==> src/rtl/vx_launch_pkg.sv <==
// Shared types and constants for the DCR launcher: FSM states, DCR addresses and
// the write table that maps a write index to its address/data pair.
package vx_launch_pkg;

    typedef enum logic [2:0] {
        StIdle,
        StWr,
        StGap,
        StHold,
        StWaitRise,
        StWaitFall,
        StDone
    } launch_state_e;

    localparam logic [11:0] DCR_STARTUP_ADDR0 = 12'h001;
    localparam logic [11:0] DCR_STARTUP_ADDR1 = 12'h002;
    localparam logic [11:0] DCR_ARG0          = 12'h003;
    localparam logic [11:0] DCR_ARG1          = 12'h004;
    localparam logic [11:0] DCR_MPM_CLASS     = 12'h005;

    localparam int unsigned NUM_DCR_WRITES = 5;

    typedef struct packed {
        logic [11:0] addr;
        logic [31:0] data;
    } dcr_entry_t;

    function automatic dcr_entry_t dcr_table(input logic [2:0]  idx,
                                             input logic [63:0] startup,
                                             input logic [63:0] arg,
                                             input logic [31:0] mpm);
        dcr_entry_t e;
        e.addr = DCR_MPM_CLASS;
        e.data = mpm;
        case (idx)
            3'd0: begin e.addr = DCR_STARTUP_ADDR0; e.data = startup[31:0]; end
            3'd1: begin e.addr = DCR_STARTUP_ADDR1; e.data = startup[63:32]; end
            3'd2: begin e.addr = DCR_ARG0;          e.data = arg[31:0];     end
            3'd3: begin e.addr = DCR_ARG1;          e.data = arg[63:32];    end
            default: ;
        endcase
        return e;
    endfunction

endpackage

==> src/rtl/vx_sat_counter.sv <==
// Up-counter with synchronous clear (priority over enable) that sticks at all-ones.
module vx_sat_counter #(
    parameter int unsigned CNT_WIDTH = 32
) (
    input  logic                 clk,
    input  logic                 reset,
    input  logic                 clear,
    input  logic                 enable,
    output logic [CNT_WIDTH-1:0] count
);

    logic [CNT_WIDTH-1:0] count_q, count_d;

    always_comb begin
        count_d = count_q;
        if (clear) begin
            count_d = '0;
        end else if (enable && (count_q != '1)) begin
            count_d = count_q + 1'b1;
        end
    end

    always_ff @(posedge clk) begin
        if (reset) begin
            count_q <= '0;
        end else begin
            count_q <= count_d;
        end
    end

    assign count = count_q;

endmodule

==> src/rtl/vx_dcr_launcher.sv <==
// Programs the five kernel DCRs, holds the core in reset for RESET_HOLD cycles,
// releases it and measures the busy window with a timeout guard.
module vx_dcr_launcher
    import vx_launch_pkg::*;
#(
    parameter int unsigned DCR_ADDR_WIDTH = 12,
    parameter int unsigned DCR_DATA_WIDTH = 32,
    parameter int unsigned RESET_HOLD     = 8,
    parameter int unsigned TIMEOUT_CYCLES = 12216,
    parameter int unsigned CNT_WIDTH      = 32
) (
    input  logic                      clk,
    input  logic                      reset,
    input  logic                      start,
    input  logic [63:0]               startup_addr,
    input  logic [63:0]               kernel_arg,
    input  logic [31:0]               mpm_class,
    output logic                      dcr_wr_valid,
    output logic [DCR_ADDR_WIDTH-1:0] dcr_wr_addr,
    output logic [DCR_DATA_WIDTH-1:0] dcr_wr_data,
    output logic                      core_reset,
    input  logic                      gpu_busy,
    output logic                      active,
    output logic                      done,
    output logic                      timed_out,
    output logic [CNT_WIDTH-1:0]      run_cycles
);

    launch_state_e state_q, state_d;
    logic [2:0]    idx_q, idx_d;
    logic [63:0]   startup_q, startup_d;
    logic [63:0]   arg_q, arg_d;
    logic [31:0]   mpm_q, mpm_d;

    logic                      dcr_wr_valid_q, dcr_wr_valid_d;
    logic [DCR_ADDR_WIDTH-1:0] dcr_wr_addr_q, dcr_wr_addr_d;
    logic [DCR_DATA_WIDTH-1:0] dcr_wr_data_q, dcr_wr_data_d;
    logic                      core_reset_q, core_reset_d;
    logic                      done_q, done_d;
    logic                      timed_out_q, timed_out_d;
    logic [CNT_WIDTH-1:0]      run_cycles_q, run_cycles_d;

    logic                 hold_clr, hold_en, run_clr, run_en;
    logic [CNT_WIDTH-1:0] hold_cnt, run_cnt;
    logic                 timeout_hit;
    dcr_entry_t           entry;

    vx_sat_counter #(
        .CNT_WIDTH(CNT_WIDTH)
    ) u_hold_cnt (
        .clk   (clk),
        .reset (reset),
        .clear (hold_clr),
        .enable(hold_en),
        .count (hold_cnt)
    );

    vx_sat_counter #(
        .CNT_WIDTH(CNT_WIDTH)
    ) u_run_cnt (
        .clk   (clk),
        .reset (reset),
        .clear (run_clr),
        .enable(run_en),
        .count (run_cnt)
    );

    assign timeout_hit = (run_cnt >= CNT_WIDTH'(TIMEOUT_CYCLES));

    always_comb begin
        state_d      = state_q;
        idx_d        = idx_q;
        startup_d    = startup_q;
        arg_d        = arg_q;
        mpm_d        = mpm_q;
        timed_out_d  = timed_out_q;
        run_cycles_d = run_cycles_q;
        hold_clr     = 1'b0;
        hold_en      = 1'b0;
        run_clr      = 1'b0;
        run_en       = 1'b0;

        unique case (state_q)
            StIdle: begin
                if (start) begin
                    startup_d    = startup_addr;
                    arg_d        = kernel_arg;
                    mpm_d        = mpm_class;
                    timed_out_d  = 1'b0;
                    run_cycles_d = '0;
                    idx_d        = 3'd0;
                    state_d      = StWr;
                end
            end
            StWr: state_d = StGap;
            StGap: begin
                if (idx_q == 3'(NUM_DCR_WRITES - 1)) begin
                    hold_clr = 1'b1;
                    state_d  = StHold;
                end else begin
                    idx_d   = idx_q + 3'd1;
                    state_d = StWr;
                end
            end
            StHold: begin
                hold_en = 1'b1;
                if (hold_cnt == CNT_WIDTH'(RESET_HOLD - 1)) begin
                    run_clr = 1'b1;
                    state_d = StWaitRise;
                end
            end
            StWaitRise: begin
                run_en = 1'b1;
                if (timeout_hit) begin
                    timed_out_d  = 1'b1;
                    run_cycles_d = CNT_WIDTH'(TIMEOUT_CYCLES);
                    state_d      = StDone;
                end else if (gpu_busy) begin
                    state_d = StWaitFall;
                end
            end
            StWaitFall: begin
                run_en = 1'b1;
                // Timeout takes priority over a busy fall in the same cycle.
                if (timeout_hit) begin
                    timed_out_d  = 1'b1;
                    run_cycles_d = CNT_WIDTH'(TIMEOUT_CYCLES);
                    state_d      = StDone;
                end else if (!gpu_busy) begin
                    run_cycles_d = run_cnt;
                    state_d      = StDone;
                end
            end
            StDone:  state_d = StIdle;
            default: state_d = StIdle;
        endcase

        // Output registers follow the next state so they line up with it.
        entry          = dcr_table(idx_d, startup_d, arg_d, mpm_d);
        dcr_wr_valid_d = (state_d == StWr);
        dcr_wr_addr_d  = dcr_wr_valid_d ? DCR_ADDR_WIDTH'(entry.addr) : dcr_wr_addr_q;
        dcr_wr_data_d  = dcr_wr_valid_d ? DCR_DATA_WIDTH'(entry.data) : dcr_wr_data_q;
        core_reset_d   = !(state_d inside {StWaitRise, StWaitFall});
        done_d         = (state_d == StDone);
    end

    always_ff @(posedge clk) begin
        if (reset) begin
            state_q        <= StIdle;
            idx_q          <= 3'd0;
            startup_q      <= '0;
            arg_q          <= '0;
            mpm_q          <= '0;
            dcr_wr_valid_q <= 1'b0;
            dcr_wr_addr_q  <= '0;
            dcr_wr_data_q  <= '0;
            core_reset_q   <= 1'b1;
            done_q         <= 1'b0;
            timed_out_q    <= 1'b0;
            run_cycles_q   <= '0;
        end else begin
            state_q        <= state_d;
            idx_q          <= idx_d;
            startup_q      <= startup_d;
            arg_q          <= arg_d;
            mpm_q          <= mpm_d;
            dcr_wr_valid_q <= dcr_wr_valid_d;
            dcr_wr_addr_q  <= dcr_wr_addr_d;
            dcr_wr_data_q  <= dcr_wr_data_d;
            core_reset_q   <= core_reset_d;
            done_q         <= done_d;
            timed_out_q    <= timed_out_d;
            run_cycles_q   <= run_cycles_d;
        end
    end

    assign dcr_wr_valid = dcr_wr_valid_q;
    assign dcr_wr_addr  = dcr_wr_addr_q;
    assign dcr_wr_data  = dcr_wr_data_q;
    assign core_reset   = core_reset_q;
    assign done         = done_q;
    assign timed_out    = timed_out_q;
    assign run_cycles   = run_cycles_q;
    assign active       = (state_q != StIdle);

endmodule

==> config.mk <==
export PLATFORM = sky130hd
export DESIGN_NAME = vx_dcr_launcher
export DESIGN_NICKNAME = d
export VERILOG_FILES = /design/src/rtl/vx_launch_pkg.sv /design/src/rtl/vx_sat_counter.sv /design/src/rtl/vx_dcr_launcher.sv
export SDC_FILE = /design/constraint.sdc
export NUM_CORES = 1
export LEC_CHECK = 0
export ABC_CLOCK_PERIOD_IN_PS = 7450
export CAP_MARGIN = 20
export CORE_MARGIN = 2
export CORE_UTILIZATION = 50
export CTS_CLUSTER_DIAMETER = 80
export DETAILED_ROUTE_END_ITERATION = 8
export PLACE_DENSITY = 0.76
export SYNTH_ARGS = -nofsm -noshare
export SYNTH_HDL_FRONTEND = slang
export SYNTH_HIERARCHICAL = 1
export SYNTH_SLANG_ARGS = --single-unit
==> constraint.sdc <==
create_clock -name clk -period 7.45 [get_ports clk]
set_clock_uncertainty 0.2 [all_clocks]
set_input_delay 2.235 -clock clk [delete_from_list [all_inputs] [get_ports clk]]
set_output_delay 2.235 -clock clk [all_outputs]
set_load 0.01 [all_outputs]
# --- After elaboration in Yosys (flattened, before gate mapping) ---
# Cells that the tools add are included.
word_totals:
  reg_bits: 310
  in_bits: 164
  out_inout_bits: 81
  word_cells: 84
classes:
  add_sub_neg: 3
  order_cmp: 1
  n_eq_ne: 20
  muxes: 32
  reduce_logical: 14
ops:
  columns: ["cell", "count"]
  rows:
  - ["$mux 64", 4]
  - ["$mux 32", 6]
  - ["$pmux 35 s4", 1]
  - ["$pmux 32 s3", 1]
  - ["$add 32x1->32 const B", 2]
  - ["$ne 32x32->1 const B", 2]
  - ["$eq 32x3->1 const B", 1]
  - ["$ge 32x14->1 const B", 1]
  - ["$mux 3", 8]
  - ["$eq 3x3->1 const B", 6]
  - ["$pmux 3 s6", 1]
  - ["$eq 3x2->1 const B", 4]
  - ["$eq 3x1->1 const B", 3]
  - ["$mux 1", 8]
  - ["$logic_not 3->1", 2]
  - ["$pmux 3 s2", 1]
  - ["$reduce_bool 3->1", 2]
  - ["$reduce_or 2->1", 3]
  - ["$ne 2x2->1 const B", 2]
  - ["$reduce_and 4->1", 1]
  - ["$reduce_bool 2->1", 2]
  - ["$add 3x1->3 const B", 1]
  - ["$ne 3x3->1 const B", 1]
  - ["$reduce_and 3->1", 1]
  - ["other kinds (5)", 6]

# --- Logic depth before layout (Yosys ltp) ---
logic_depth:
  depth_word: 6
  ltp_mapped: 10
  depth_no_buf: 8

# --- By module ---
# Netlist, hierarchy kept.
by_module_without_submodules:
  columns: ["mod", "n_inst", "cells_each", "area_each_um2", "seq_area_each_um2"]
  rows:
  - ["vx_dcr_launcher", 1, 1325, 10541.4, 4744.6]
  - ["vx_sat_counter", 2, 198, 1620.3, 640.6]

# --- Worst setup path before layout ---
# OpenSTA, ideal clock, no wires.
synth_timing:
  kind: "input -> register"
  start: "in start"
  end: "reg dcr_wr_data_q[30], in the netlist dcr_wr_data[30]"
  setup_ps: 135
  arrival_ps: 3460
  required_ps: 7115
  setup_slack_ps: 3655
  cell_stages: 7
  n_path_buf: 2
  path_cell_list: "or4b_1 -> clkbuf_1 -> o221ai_2 -> buf_2 -> nand2_1 -> o21bai_1 -> o211ai_1"
synth_between:
  elab_chain_cells: 4
  elab_cells_between_ends: 16
  classes_between: "eq/ne (4); mux (11); reduce/logical (1)"
synth_rtl:
  columns: ["element", "line", "text"]
  rows:
  - ["start, declared", "vx_dcr_launcher.sv:14", "input logic start,"]
  - ["$mux 3", "vx_dcr_launcher.sv:85", "if (start) begin"]
  - ["$pmux 3 s2", "vx_dcr_launcher.sv:83", "unique case (state_q)"]
  - ["$eq 3x2->1, or another cell as far along", "vx_launch_pkg.sv:35", "case (idx)"]
  - ["$pmux 35 s4", "vx_launch_pkg.sv:35", null]
  - ["end signal, assigned", "vx_dcr_launcher.sv:169", "dcr_wr_data_q <= dcr_wr_data_d;"]
  - ["end, declared", "vx_dcr_launcher.sv:37", "logic [DCR_DATA_WIDTH-1:0] dcr_wr_data_q, dcr_wr_data_d;"]
# Parallel ways exist; a longest one is shown, timed or not.
# A chain may end at the register's enable or synchronous reset.

# --- Worst setup path after layout ---
# Same ends and word-level chain as after synthesis.

==> summary.md <==
The run finished with clean final reports. The startpoint identified for the worst register-to-register timing path is state_q[1]$_SDFF_PP0_. In the synthesized netlist, the number of instances is 1,721. TritonCTS created 34 clock buffers. The run gives 60 as the count of standard-cell rows.

Total clock sinks: 301. The count of nets left with antenna violations once routing finished came out at 0. For the global-route total usage across every layer, the log shows 27.6%.

The tightest min-delay check is of the reg -> reg type. Power spread over the standard cell area amounts to 225 nW/um^2. The run gives 2,035 as the number of nets at the end of the flow. The highest-delay cell along the critical path was sky130_fd_sc_hd__o21ai_4. The depth of the worst register-to-register path is 6, and the count of endpoints failing hold in the final timing report is 0.

Worst min-delay path startpoint: arg_q[47]$_SDFF_PP0_. The clock passes through at most 3 buffers. Dividing the detail-routed wire length by the instance count gives 18.5 um. For the maximum VDD drop, the log shows 157 uV. In the finished design, the share of the clock period the worst path needs comes to 65.0%.

The initial utilization of the core area, before any placement, comes to 51.0%. Sorting the synthesized cells by area gives the leading types as sky130_fd_sc_hd__dfxtp_1, sky130_fd_sc_hd__nand2_1, sky130_fd_sc_hd__a21oi_1, sky130_fd_sc_hd__and3_1, sky130_fd_sc_hd__a21boi_0. Setup violations remaining at the end of the flow were counted as 0. The critical path goes through clkdlybuf4s50_1 -> nor2_1 -> o21ai_4 -> buf_4 -> nand2_1 -> a2111oi_0 -> o211ai_1. The die covers 28,900 sq um.

The end of the worst register-to-register path was dcr_wr_data[30]$_SDFFE_PP0N_. Global-route wire length before repair: 64,700 um. From left edge to right edge, the die measures 170 um. The destination of the worst hold path is arg_q[47]$_SDFF_PP0_. At the pin with the least slew margin, the transition time is 1130 ps.

For the final routed database, the setup TNS stands at 0 ps. The routed via count divided by cell count is 5.97, and the proportion of synthesized chip area in sequential cells is 43.7%. For the later-pin clock latency in the skew report, the log shows 510 ps. The area share of the largest cell type after synthesis works out to 43.7%. Yosys mapped a number of flops with a built-in enable equal to 0.

Max-cap violations in this run came to 0. Across all setup checks in the final design, the least slack found is 2610 ps. The synthesized netlist occupies a cell area of 13,800 sq um. STA puts the critical path data arrival time at 5020 ps. The setup check on the worst reg-to-reg path leaves a slack of 4110 ps. For this run, design rule violations remaining after detail routing come to 0.

The leakage power summed over all cells came out at 6.33 nW. The first detailed-routing pass ran for 8 iterations. Of all nets on the critical path, the largest fanout is 56.

On the worst path, the slowest cell contributes a delay of 740 ps. Final RePlAce weighted congestion: 0.900. The total count of max-transition violations in the final report came out at 0.

The shortest period the worst path allows works out to 4840 ps. The tightest hold margin came out at 248 ps. The floorplan step set the die height to 170 um. For the HPWL after detailed placement, the log shows 27,200 um. The tree is rooted in a sky130_fd_sc_hd__clkbuf_16. The worst hold path was traced through 2 stages. Synthesis-to-finish area growth: 25.8%. The headroom to the max-slew limit is 24.9%. The area of the core is 27,000 sq um. Timing would allow up to 207 MHz.

Setup repair after global routing left no endpoint under its margin. The count of distinct cell types in the synthesized netlist was 77. For the global route total overflow, the log shows 0.

Clock-pin slew was measured on the worst setup and hold paths at 60 ps. After clock tree synthesis, the setup repair step added 0 buffers. The layout cell share with drive strength beyond 1 was 5.55%; the CTS H-tree depth was 2. The worst setup path is captured at a flip-flop.

Port buffering added 235 buffers. The run gives 245 as the number of top-level design ports. In the synthesized netlist the async set-or-reset flop fraction comes to 0%.

Before CTS, the worst setup slack after placement is 2170 ps. TritonCTS built the clock tree. The routed design has 41,400 um of wire. The initial antenna violation count was 7.

The average instance in the mapped netlist occupies 8.01 sq um. The warning count from the yosys run was 6; the number of gates given a new drive strength after cts was 0. The worst setup path is launched from an input pin. The worst setup path is of the in -> reg kind. Among all flip-flop cells after synthesis, the most frequent one is sky130_fd_sc_hd__dfxtp_1. At the worst endpoint, the required time is 7630 ps.

Of all cell types, the one taking the most synthesized area is sky130_fd_sc_hd__dfxtp_1. The number of hold-repair buffers added at the cts stage is 0, and the largest net degree at the start of global routing is 194. The tools report the overall via count from detail_route as 13,400.

In this run, the number of DRC markers left after iteration 0 of detailed routing was 1,342. The via count of the first global-routing pass was 12,100. Counting flops and latches in the post-synthesis netlist gives 301.
-- power by group --
group	internal, mW	switching [mW]
clock	1.09	0.669
sequential	1.68	0.0493
combinational	0.189	0.225
-- worst max-delay path: cells and delay by family --
kind                   cells  cell delay, ps
AO/OA/AOI/OAI              3            1370
buffers and inverters      2            1110
AND/OR/NAND/NOR            2             300
-- cells in the final DEF (no fill, tap or decap), types with 30 or more instances in the layout --
master / instances
sky130_fd_sc_hd__o21ai_0: 39
sky130_fd_sc_hd__o21a_1: 33
sky130_fd_sc_hd__o31ai_1: 46
sky130_fd_sc_hd__or3_1: 31
sky130_fd_sc_hd__a21oi_1: 258
sky130_fd_sc_hd__and3_1: 86
sky130_fd_sc_hd__nand2_1: 374
sky130_fd_sc_hd__clkdlybuf4s50_1: 234
sky130_fd_sc_hd__nor2_1: 46
sky130_fd_sc_hd__clkbuf_16: 35
sky130_fd_sc_hd__o21ai_1: 35
sky130_fd_sc_hd__a21boi_0: 60
sky130_fd_sc_hd__dfxtp_1: 301
sky130_fd_sc_hd__a41oi_1: 30
-- synthesized netlist by cell type, types with 9 or more instances --
library cell / number
sky130_fd_sc_hd__nor2_1: 47
sky130_fd_sc_hd__a41oi_1: 30
sky130_fd_sc_hd__buf_4: 9
sky130_fd_sc_hd__buf_2: 32
sky130_fd_sc_hd__or3_1: 31
sky130_fd_sc_hd__xnor2_1: 10
sky130_fd_sc_hd__o21ai_0: 39
sky130_fd_sc_hd__nor4_1: 17
sky130_fd_sc_hd__and3_1: 86
sky130_fd_sc_hd__dfxtp_1: 301
sky130_fd_sc_hd__a21boi_0: 60
sky130_fd_sc_hd__o21a_1: 33
sky130_fd_sc_hd__clkbuf_1: 105
sky130_fd_sc_hd__o21ai_1: 36
sky130_fd_sc_hd__a21oi_1: 258
sky130_fd_sc_hd__nor3_1: 11
sky130_fd_sc_hd__mux2i_1: 9
sky130_fd_sc_hd__nand2_1: 374
sky130_fd_sc_hd__o31ai_1: 46
sky130_fd_sc_hd__inv_1: 14
sky130_fd_sc_hd__nand3_1: 26
sky130_fd_sc_hd__nand4_1: 21
sky130_fd_sc_hd__a31oi_1: 9
-- cell type report --
| cell class | instances | area (sq um) |
|---|---|---|
| Antenna cell | 3 | 7.51 |
| Clock inverter | 16 | 211 |
| Clock buffer | 44 | 970 |
| Fill cell | 2316 | 9690 |
| Tap cell | 341 | 427 |
| Inverter | 15 | 56.3 |
| Timing Repair Buffer | 252 | 2510 |
| Multi-Input combinational cell | 1263 | 7140 |
| Sequential cell | 301 | 6030 |
-- worst max path at each step --
stage	startpoint	endpoint	cells after the start
after CTS	start	dcr_wr_data[30]$_SDFFE_PP0N_	7
final	start	dcr_wr_data[30]$_SDFFE_PP0N_	7
after detailed placement	start	dcr_wr_data[30]$_SDFFE_PP0N_	7
after global placement	start	dcr_wr_data[30]$_SDFFE_PP0N_	7
after floorplan	start	dcr_wr_data[30]$_SDFFE_PP0N_	7
after global routing	start	dcr_wr_data[30]$_SDFFE_PP0N_	7
-- kinds of logic after synthesis --
logic type / Yosys count / share of synthesized area (%)
compound gates: 569 / 26.3
xor+xnor: 14 / 0.890
fa+ha+maj: 4 / 0.363
buf+inv: 165 / 5.26
flops: 301 / 43.7
mux: 9 / 0.654
other cells: 1 / 0.0272
simple gates: 658 / 22.8
-- stage by stage --
step	instance area, sq um	instances	power [mW]	utilization [%]
finish	17300	2235	3.90	64.2
global route	17300	2235	4.04	64.2
detailed placement	16100	2169	2.17	59.6
global placement	16100	2168	2.16	59.6
CTS	17300	2229	3.92	64.0
floorplan	13800	1729	1.98	-
-- routing by layer --
layer  track usage [%]  vias to the layer above  wire length, um
met1              40.5                     6276            18900
met5                 0                        -                0
met4              11.7                        0             1510
met2              39.4                      537            17400
met3              5.47                       87             3570
li1                  -                     6450                -
-- flip-flops by register name, summed over array words and instances, names as in the netlist --
name	cells
timed_out	1
startup_q	64
dcr_wr_valid	1
dcr_wr_data	32
u_run_cnt/count	32
u_hold_cnt/count	32
dcr_wr_addr	3
state_q	3
arg_q	64
run_cycles	32
done	1
core_reset	1
idx_q	3
mpm_q	32
(Power assumes the default switching activity.)
